File: src/rtl/riscv_pkg.sv
// Shared RISC-V memory-system types: memory access sizes, memory-type bit indices,
// PMA arbiter FSM states and the captured checker response.
package riscv_pkg;

    // Access size encodings (if_size_i / dm_size_i / chk_size_o)
    localparam logic [2:0] BYTE  = 3'b000;
    localparam logic [2:0] HWORD = 3'b001;
    localparam logic [2:0] WORD  = 3'b010;
    localparam logic [2:0] DWORD = 3'b011;

    // Memory-type bit positions inside rsp_type_o = {tcm, ext, cache}
    localparam int MEM_TYPE_CACHE = 0;
    localparam int MEM_TYPE_EXT   = 1;
    localparam int MEM_TYPE_TCM   = 2;

    typedef enum logic [1:0] {
        PMA_IDLE  = 2'd0,
        PMA_CHECK = 2'd1,
        PMA_RESP  = 2'd2
    } pma_arb_state_t;

    typedef struct packed {
        logic        exception;
        logic        misaligned;
        logic [2:0]  mem_type;
        logic [13:0] pma;
    } pma_rsp_t;

endpackage

File: src/rtl/riscv_pma_arb.sv
// Arbitrates instruction-fetch and data-memory requests onto one shared PMA checker.
// Optional macro RISCV_PMA_ARB_ROUND_ROBIN_EN selects round-robin contention; default is data-first.
module riscv_pma_arb
    import riscv_pkg::*;
#(
    parameter int PLEN = 64
) (
    input  logic            clk_i,
    input  logic            rst_ni,

    input  logic            if_req_i,
    input  logic [PLEN-1:0] if_adr_i,
    input  logic [2:0]      if_size_i,
    input  logic            if_misaligned_i,

    input  logic            dm_req_i,
    input  logic [PLEN-1:0] dm_adr_i,
    input  logic [2:0]      dm_size_i,
    input  logic            dm_we_i,
    input  logic            dm_lock_i,
    input  logic            dm_misaligned_i,

    output logic            if_gnt_o,
    output logic            dm_gnt_o,
    output logic            if_rsp_vld_o,
    output logic            dm_rsp_vld_o,

    output logic            rsp_exception_o,
    output logic            rsp_misaligned_o,
    output logic [2:0]      rsp_type_o,
    output logic [13:0]     rsp_pma_o,

    output logic            chk_req_o,
    output logic            chk_instruction_o,
    output logic [PLEN-1:0] chk_adr_o,
    output logic [2:0]      chk_size_o,
    output logic            chk_we_o,
    output logic            chk_lock_o,
    output logic            chk_misaligned_o,

    input  logic            chk_exception_i,
    input  logic            chk_misaligned_i,
    input  logic            chk_cache_i,
    input  logic            chk_ext_i,
    input  logic            chk_tcm_i,
    input  logic [13:0]     chk_pma_i,

    input  logic            flush_i
);

    pma_arb_state_t r_state, w_state_nxt;

    logic            w_any_req;
    logic            w_grant;
    logic            w_sel_dm;

    logic            r_hold_instr;
    logic [PLEN-1:0] r_hold_adr;
    logic [2:0]      r_hold_size;
    logic            r_hold_we;
    logic            r_hold_lock;
    logic            r_hold_mis;

    pma_rsp_t        r_rsp, w_rsp_nxt;
    logic            r_rsp_dm;

    assign w_any_req = if_req_i | dm_req_i;

    // Grants are combinational and gated by reset so nothing leaks out while rst_ni is low
    assign w_grant = rst_ni & ~flush_i & w_any_req &
                     ((r_state == PMA_IDLE) | (r_state == PMA_RESP));

`ifdef RISCV_PMA_ARB_ROUND_ROBIN_EN
    // r_rr_ptr names the requester favoured on contention (1 = data), i.e. the
    // complement of the last winner; reset favours data.
    logic r_rr_ptr;

    always_ff @(posedge clk_i or negedge rst_ni) begin
        if (!rst_ni)
            r_rr_ptr <= 1'b1;
        else if (w_grant)
            r_rr_ptr <= ~w_sel_dm;
    end

    assign w_sel_dm = dm_req_i & (~if_req_i | r_rr_ptr);
`else
    assign w_sel_dm = dm_req_i;
`endif

    assign if_gnt_o = w_grant & ~w_sel_dm;
    assign dm_gnt_o = w_grant &  w_sel_dm;

    always_ff @(posedge clk_i or negedge rst_ni) begin
        if (!rst_ni)
            r_state <= PMA_IDLE;
        else
            r_state <= w_state_nxt;
    end

    always_comb begin
        w_state_nxt = r_state;
        case (r_state)
            PMA_IDLE:  if (w_grant) w_state_nxt = PMA_CHECK;
            PMA_CHECK: w_state_nxt = flush_i ? PMA_IDLE : PMA_RESP;
            PMA_RESP:  w_state_nxt = w_grant ? PMA_CHECK : PMA_IDLE;
            default:   w_state_nxt = PMA_IDLE;
        endcase
    end

    // Winner fields are frozen at grant; later requester changes are ignored
    always_ff @(posedge clk_i or negedge rst_ni) begin
        if (!rst_ni) begin
            r_hold_instr <= 1'b0;
            r_hold_adr   <= '0;
            r_hold_size  <= '0;
            r_hold_we    <= 1'b0;
            r_hold_lock  <= 1'b0;
            r_hold_mis   <= 1'b0;
        end else if (w_grant) begin
            r_hold_instr <= ~w_sel_dm;
            r_hold_adr   <= w_sel_dm ? dm_adr_i        : if_adr_i;
            r_hold_size  <= w_sel_dm ? dm_size_i       : if_size_i;
            r_hold_we    <= w_sel_dm & dm_we_i;
            r_hold_lock  <= w_sel_dm & dm_lock_i;
            r_hold_mis   <= w_sel_dm ? dm_misaligned_i : if_misaligned_i;
        end
    end

    always_comb begin
        w_rsp_nxt            = '0;
        w_rsp_nxt.exception  = chk_exception_i;
        w_rsp_nxt.misaligned = chk_misaligned_i;
        w_rsp_nxt.pma        = chk_pma_i;
        if (!(chk_exception_i | chk_misaligned_i)) begin
            w_rsp_nxt.mem_type[MEM_TYPE_TCM]   = chk_tcm_i;
            w_rsp_nxt.mem_type[MEM_TYPE_EXT]   = chk_ext_i;
            w_rsp_nxt.mem_type[MEM_TYPE_CACHE] = chk_cache_i;
        end
    end

    // A flushed check is never captured, so RESP only ever presents completed checks
    always_ff @(posedge clk_i or negedge rst_ni) begin
        if (!rst_ni) begin
            r_rsp    <= '0;
            r_rsp_dm <= 1'b0;
        end else if ((r_state == PMA_CHECK) && !flush_i) begin
            r_rsp    <= w_rsp_nxt;
            r_rsp_dm <= ~r_hold_instr;
        end
    end

    assign chk_req_o         = (r_state == PMA_CHECK);
    assign chk_instruction_o = r_hold_instr;
    assign chk_adr_o         = r_hold_adr;
    assign chk_size_o        = r_hold_size;
    assign chk_we_o          = r_hold_we;
    assign chk_lock_o        = r_hold_lock;
    assign chk_misaligned_o  = r_hold_mis;

    assign if_rsp_vld_o      = (r_state == PMA_RESP) & ~r_rsp_dm;
    assign dm_rsp_vld_o      = (r_state == PMA_RESP) &  r_rsp_dm;

    assign rsp_exception_o   = r_rsp.exception;
    assign rsp_misaligned_o  = r_rsp.misaligned;
    assign rsp_type_o        = r_rsp.mem_type;
    assign rsp_pma_o         = r_rsp.pma;

endmodule

File: config.mk
export PLATFORM = sky130hd
export DESIGN_NAME = riscv_pma_arb
export DESIGN_NICKNAME = d
export VERILOG_FILES = /design/src/rtl/riscv_pkg.sv /design/src/rtl/riscv_pma_arb.sv
export SDC_FILE = /design/constraint.sdc
export NUM_CORES = 1
export LEC_CHECK = 0
export ABC_AREA = 1
export BUFFER_PORTS_ARGS = -buffer_cell sky130_fd_sc_hd__buf_2
export CAP_MARGIN = 5
export CORE_MARGIN = 2
export CORE_UTILIZATION = 30
export DETAILED_ROUTE_END_ITERATION = 6
export GPL_TIMING_DRIVEN = 0
export MAX_ROUTING_LAYER = met4
export SLEW_MARGIN = 5
export SYNTH_ARGS = -nofsm -noshare
export SYNTH_HDL_FRONTEND = slang
export SYNTH_SLANG_ARGS = --single-unit
export TNS_END_PERCENT = 100
File: constraint.sdc
create_clock -name clk_i -period 1.2 [get_ports clk_i]
set_input_delay 0 -clock clk_i [delete_from_list [all_inputs] [get_ports clk_i]]
set_output_delay 0 -clock clk_i [all_outputs]
set_load 0.02 [all_outputs]
==> After elaboration in Yosys (flattened, before gate mapping) <==
Index checks and enable logic that the tools add are counted.
{ "op_classes": {"mux": 8, "eq_ne": 3, "reduce_logical": 3, "n_bitwise": 16} }
{ "op_table": {"columns": ["operator", "count"], "rows": [
  ["$mux 64", 1],
  ["$and 1x1->1", 9],
  ["$mux 3", 2],
  ["$pmux 2 s3", 1],
  ["$mux 2", 2],
  ["$not 1->1", 4],
  ["$or 1x1->1", 3],
  ["$eq 2x1->1 const B", 1],
  ["$eq 2x2->1 const B", 1],
  ["$logic_not 2->1", 1],
  ["$mux 1", 2],
  ["$ne 2x2->1 const B", 1],
  ["$logic_and 1x1->1", 1],
  ["$logic_not 1->1", 1]
]} }
{ "totals": {"input_bits": 162, "wordCells": 42, "ff_bits": 93, "out_inout_bits": 95} }

==> Logic depth before layout (Yosys ltp) <==
{ "depth": {"word_depth": 6, "mapped_depth": 7, "ltp_nobuf": 6} }

==> Worst setup path after synthesis <==
Ideal clock, no wire load.
{ "synth_timing": {"kind": "register to register", "startpoint": "reg r_state[1]", "endpoint": "reg r_rsp (netlist bit rsp_pma_o[10])", "path_slack_ps": 7, "required_ps": 1135, "arrival_ps": 1128, "stages_incl_launch_ff": 7, "setup_time_ps": 65, "path_cell_list": "dfrtp_1 -> nor2_2 -> nand2_2 -> inv_2 -> buf_4 -> nand2_1 -> nand2_1"} }
{ "synth_via": {"elab_chain_cells": 2} }
{ "synth_lines": {"columns": ["element", "line_no", "source"], "rows": [
  ["start: declaration", "riscv_pma_arb.sv:51", "pma_arb_state_t r_state, w_state_nxt;"],
  ["start signal: assignment", "riscv_pma_arb.sv:97", "r_state <= w_state_nxt;"],
  ["$eq 2x1->1", null, null],
  ["via chk_req_o", "riscv_pma_arb.sv:33", "output logic chk_req_o,"],
  ["$logic_and 1x1->1", "riscv_pma_arb.sv:146", "end else if ((r_state == PMA_CHECK) && !flush_i) begin"],
  ["end signal: assignment", "riscv_pma_arb.sv:147", "r_rsp <= w_rsp_nxt;"],
  ["end: declaration", "riscv_pma_arb.sv:64", "pma_rsp_t r_rsp, w_rsp_nxt;"]
]} }
The timed path passes the listed nets, and every way through them passes these cells.
A chain may end at the register's enable or synchronous reset.

==> Worst setup path in the final report <==
{ "layout_timing": {"startpoint": "reg r_state[0]", "endpoint": "out dm_gnt_o"} }
{ "layout_via": {"elab_chain_cells": 4, "elab_cells_between_ends": 5, "cone_classes": "1 x eq/ne; 3 x bitwise; 1 x reduce/logical"} }
{ "layout_lines": {"columns": ["element", "line_no", "source"], "rows": [
  ["$eq 2x2->1 / $logic_not 2->1 (equally long branches)", "riscv_pma_arb.sv:71", "((r_state == PMA_IDLE) | (r_state == PMA_RESP));"],
  ["$or 1x1->1 *", "riscv_pma_arb.sv:71", null],
  ["$and 1x1->1 *", "riscv_pma_arb.sv:70", "assign w_grant = rst_ni & ~flush_i & w_any_req &"],
  ["$and 1x1->1 *", "riscv_pma_arb.sv:91", "assign dm_gnt_o = w_grant & w_sel_dm;"],
  ["end: declaration", "riscv_pma_arb.sv:24", "output logic dm_gnt_o,"]
]} }
Mark *: on every way between the ends. The rest lies on a longest branch, timed or not.

==> summary.txt <==
Run status
  – Status: complete, but fails checks
  – Violated checks: negative hold slack, negative setup slack

Logic synthesis
  – Xor/xnor share of the synthesized area: 0%
  – Largest family of logic cells by synthesized area: simple AND/OR/NAND/NOR gates
  – Library cells used by synthesis: 16
  – Warning count from the yosys run: 0
  – Mux share of post-synthesis cell area: 0%
  – Syn Inst Count: 629
  – Avg Cell Area, Syn: 7.189 um2
  – Seq/Total Area, Yosys: 51.47%
  – Post-synth net total: 791
  – Compound-Gate Fraction of Synth Area: 0.4427%
  – Cell area after synthesis: 0.004522 mm2
  – Yosys reg bits: 93
  – Synth Area in Adders: 0%
  – Simple-Gate Fraction of Synth Area: 42.78%

Floorplan
  – Num ports: 257
  – Die width: 126.8 um
  – Total die area: 0.01607 mm2
  – Initial core utilization: 30.88%
  – Die Ht: 126.8 um
  – Core ar.: 0.01464 mm2
  – Core Rows: 44

Routing
  – Drt pass-1 iters: 5
  – DRC violations left: 0
  – Via density per instance: 4.426
  – Drt first-iter violations: 221
  – Routed Wire Length: 16280 um
  – DR vias: 5342
  – Routed wire per std cell: 13.49 um
  – Post-DRT Antenna Nets: 0

Critical path
  – Crit Path Max Fanout: 2
  – Critical Setup Path Class: register to output port
  – Reg-to-reg startpoint: r_state[0]$_DFFE_PN0P_
  – Worst path arrival time: 1300 ps
  – Slowest CP cell: dfrtp_1
  – Worst reg2reg endpoint: chk_instruction_o$_DFFE_PN0N_
  – Worst reg-to-reg setup slack: -80 ps
  – Crit path capture type: output port
  – CP required: 1200 ps
  – R2R cell count: 6
  – Most frequent CP cell: buf_6
  – Crit-path max cell delay: 400 ps
  – Worst path cell trace: nor2_2 -> nand3_4 -> buf_6 -> nor2_4 -> buf_6
  – Worst Setup Start Kind: register

Placed design
  – IO Port Bufs: 255
  – Post-placement cell count: 1069
  – DP HPWL: 11070 um
  – Placer Congestion: 0.8576

Final layout
  – Ant. Diodes: 0
  – Final net count: 1181
  – Most common cell after layout, fill and taps aside: nand2_1
  – Most frequent cells in the layout: nand2_1 (401), buf_2 (261), dlygate4sd3_1 (114)
  – Fin cells: 1207
  – Area grow syn2layout: 72.72%
  – Post-layout util: 53.33%
  – Layout cell share with drive strength beyond 1: 32.55%

Min path
  – Min-Delay Path Class: input pin to async pin

CTS
  – Worst-path clk slew: 60 ps
  – TritonCTS clock tree: done
  – TritonCTS buffer count: 9
  – Clock Sink Count: 93
  – Max Root-Sink Buffers: 2
  – Worst-Skew Late Latency: 340 ps
  – Clk root buf: clkbuf_16
  – Htree depth: 3

STA
  – Final min period: 1302 ps
  – Fin Clk Skew: 7.002 ps
  – Relative slew slack: 71.79%
  – Pins Over Slew Limit: 0
  – Final setup fails: 67
  – RSZ-0062 raised after global routing: yes
  – Final Cycle Share: 108.5%
  – FMAX: 768.3 MHz
  – Hold Fails Final Rpt: 48
  – Worst slew pin tran: 423.1 ps
  – Hold_ws: -490.9 ps
  – Smallest setup slack after layout: -101.6 ps

Power
  – LEAKAGE: 4.584 nW
  – Worst-case vdd ir drop: 0.7901 mV
  – Power Internal: 6.886 mW
  – Sw Share: 32.82%
  – Clock share of power: 29.7%
  – Sequential power share: 39.2%
  – PD cells: 1312 mW/mm2
  – Net load switching power: 3.364 mW
  – Combinational power share: 31.1%

GRT
  – First-pass GRT wire length: 25640 um
  – Largest net degree at the start of global routing: 50
  – Initial antenna violation count: 0
  – Number of global-route vias before repair: 5301
  – Total GRT Usage: 20.68%
  – Gr ovfl total: 0

Flow run
  – Max-Cap Viols: 0
[sequential cells by signal, summed over array words and instances, names as in the netlist]
name and count:
chk_size_o 3, rsp_exception_o 1, rsp_type_o 3, chk_we_o 1
chk_instruction_o 1, rsp_pma_o 14, r_state 2, chk_lock_o 1
chk_misaligned_o 1, rsp_misaligned_o 1, r_rsp_dm 1, chk_adr_o 64
[Yosys cell counts]
master	instances	area, um2
inv_2	2	7.510
inv_4	1	6.260
buf_4	4	30.03
nand3_4	1	17.52
o21ai_0	4	20.02
buf_6	1	11.26
nor2_1	5	18.77
nand3_1	71	355.3
buf_2	28	140.1
nand2_4	1	11.26
nand2_1	403	1513
clkbuf_1	6	22.52
inv_1	6	22.52
nand2_2	1	6.260
dfrtp_1	93	2327
nor2_2	2	12.51
[cell type report]
class | instances | area [um2]
Inverter | 9 | 41.29
Multi-Input combinational cell | 488 | 1998
Tap cell | 184 | 230.2
Sequential cell | 93 | 2327
Timing Repair Buffer | 380 | 2630
Fill cell | 1415 | 6834
Buffer | 38 | 269.0
Clock buffer | 10 | 239.0
Clock inverter | 5 | 75.07
[through the flow]
| step | hold WS, ps | TNS (ps) | instance area [um2] | total power, mW | worst slack, ps |
|---|---|---|---|---|---|
| global placement | 197.0 | -204920 | 6028 | 6.786 | -1732 |
| detailed placement | 78.40 | -61720 | 6058 | 6.840 | -891.6 |
| CTS | -479.4 | -4032 | 7635 | 10.31 | -129.0 |
| floorplan | -295.6 | 0 | 4522 | 5.599 | 7.425 |
| finish | -490.9 | -2426 | 7810 | 10.25 | -101.6 |
| global route | -466.0 | -9557 | 7810 | 10.89 | -170.3 |
[layer usage]
layer	vias up	routed length, um	track usage, %
met2	177	8185	34.66
met1	2419	6925	25.32
met3	34	707	2.531
met4	0	461	8.856
li1	2712	-	-
met5	-	0	-
[worst max-delay path by stage]
| stage | cells past startpoint | from | slack (ps) | to |
|---|---|---|---|---|
| floorplan | 6 | r_state[1]$_DFFE_PN0P_ | 7 | rsp_pma_o[10]$_DFFE_PN0P_ |
| global placement | 6 | rst_ni | -1730 | chk_adr_o[11]$_DFFE_PN0N_ |
| detailed placement | 7 | rst_ni | -890 | chk_adr_o[13]$_DFFE_PN0N_ |
| CTS | 6 | r_state[0]$_DFFE_PN0P_ | -130 | if_gnt_o |
| global route | 5 | r_state[0]$_DFFE_PN0P_ | -170 | dm_gnt_o |
| finish | 5 | r_state[0]$_DFFE_PN0P_ | -100 | dm_gnt_o |
[repair_timing]
| action | 4_1_cts | 5_1_grt |
|---|---|---|
| resized for setup | 38 | 24 |
| setup endpoints to repair | 78 | 96 |
| endpoints found under the hold margin | 165 | 93 |
| hold buffers | 112 | 4 |
| gates cloned | 0 | 2 |
| pin swaps | 5 | 5 |
| setup buffers | 5 | 1 |
[critical path: cells and delay by family (launching register included)]
kind,cells,cell delay (ps)
flops,1,400
simple gates,3,310
buf+inv,2,260
[cell families after synthesis]
family          count (synthesis)
simple gates                  484
buf+inv                        48
flops                          93
compound gates                  4
[power groups by stage]
stage / Combinational (mW) / Clock (mW) / Sequential [mW]
finish: 3.19 / 3.04 / 4.02
global route: 3.50 / 3.29 / 4.10
CTS: 3.15 / 3.15 / 4.02
detailed placement: 2.78 / 0 / 4.06
global placement: 2.74 / 0 / 4.05
floorplan: 0.828 / 0 / 4.77
(Power assumes the default switching activity.)
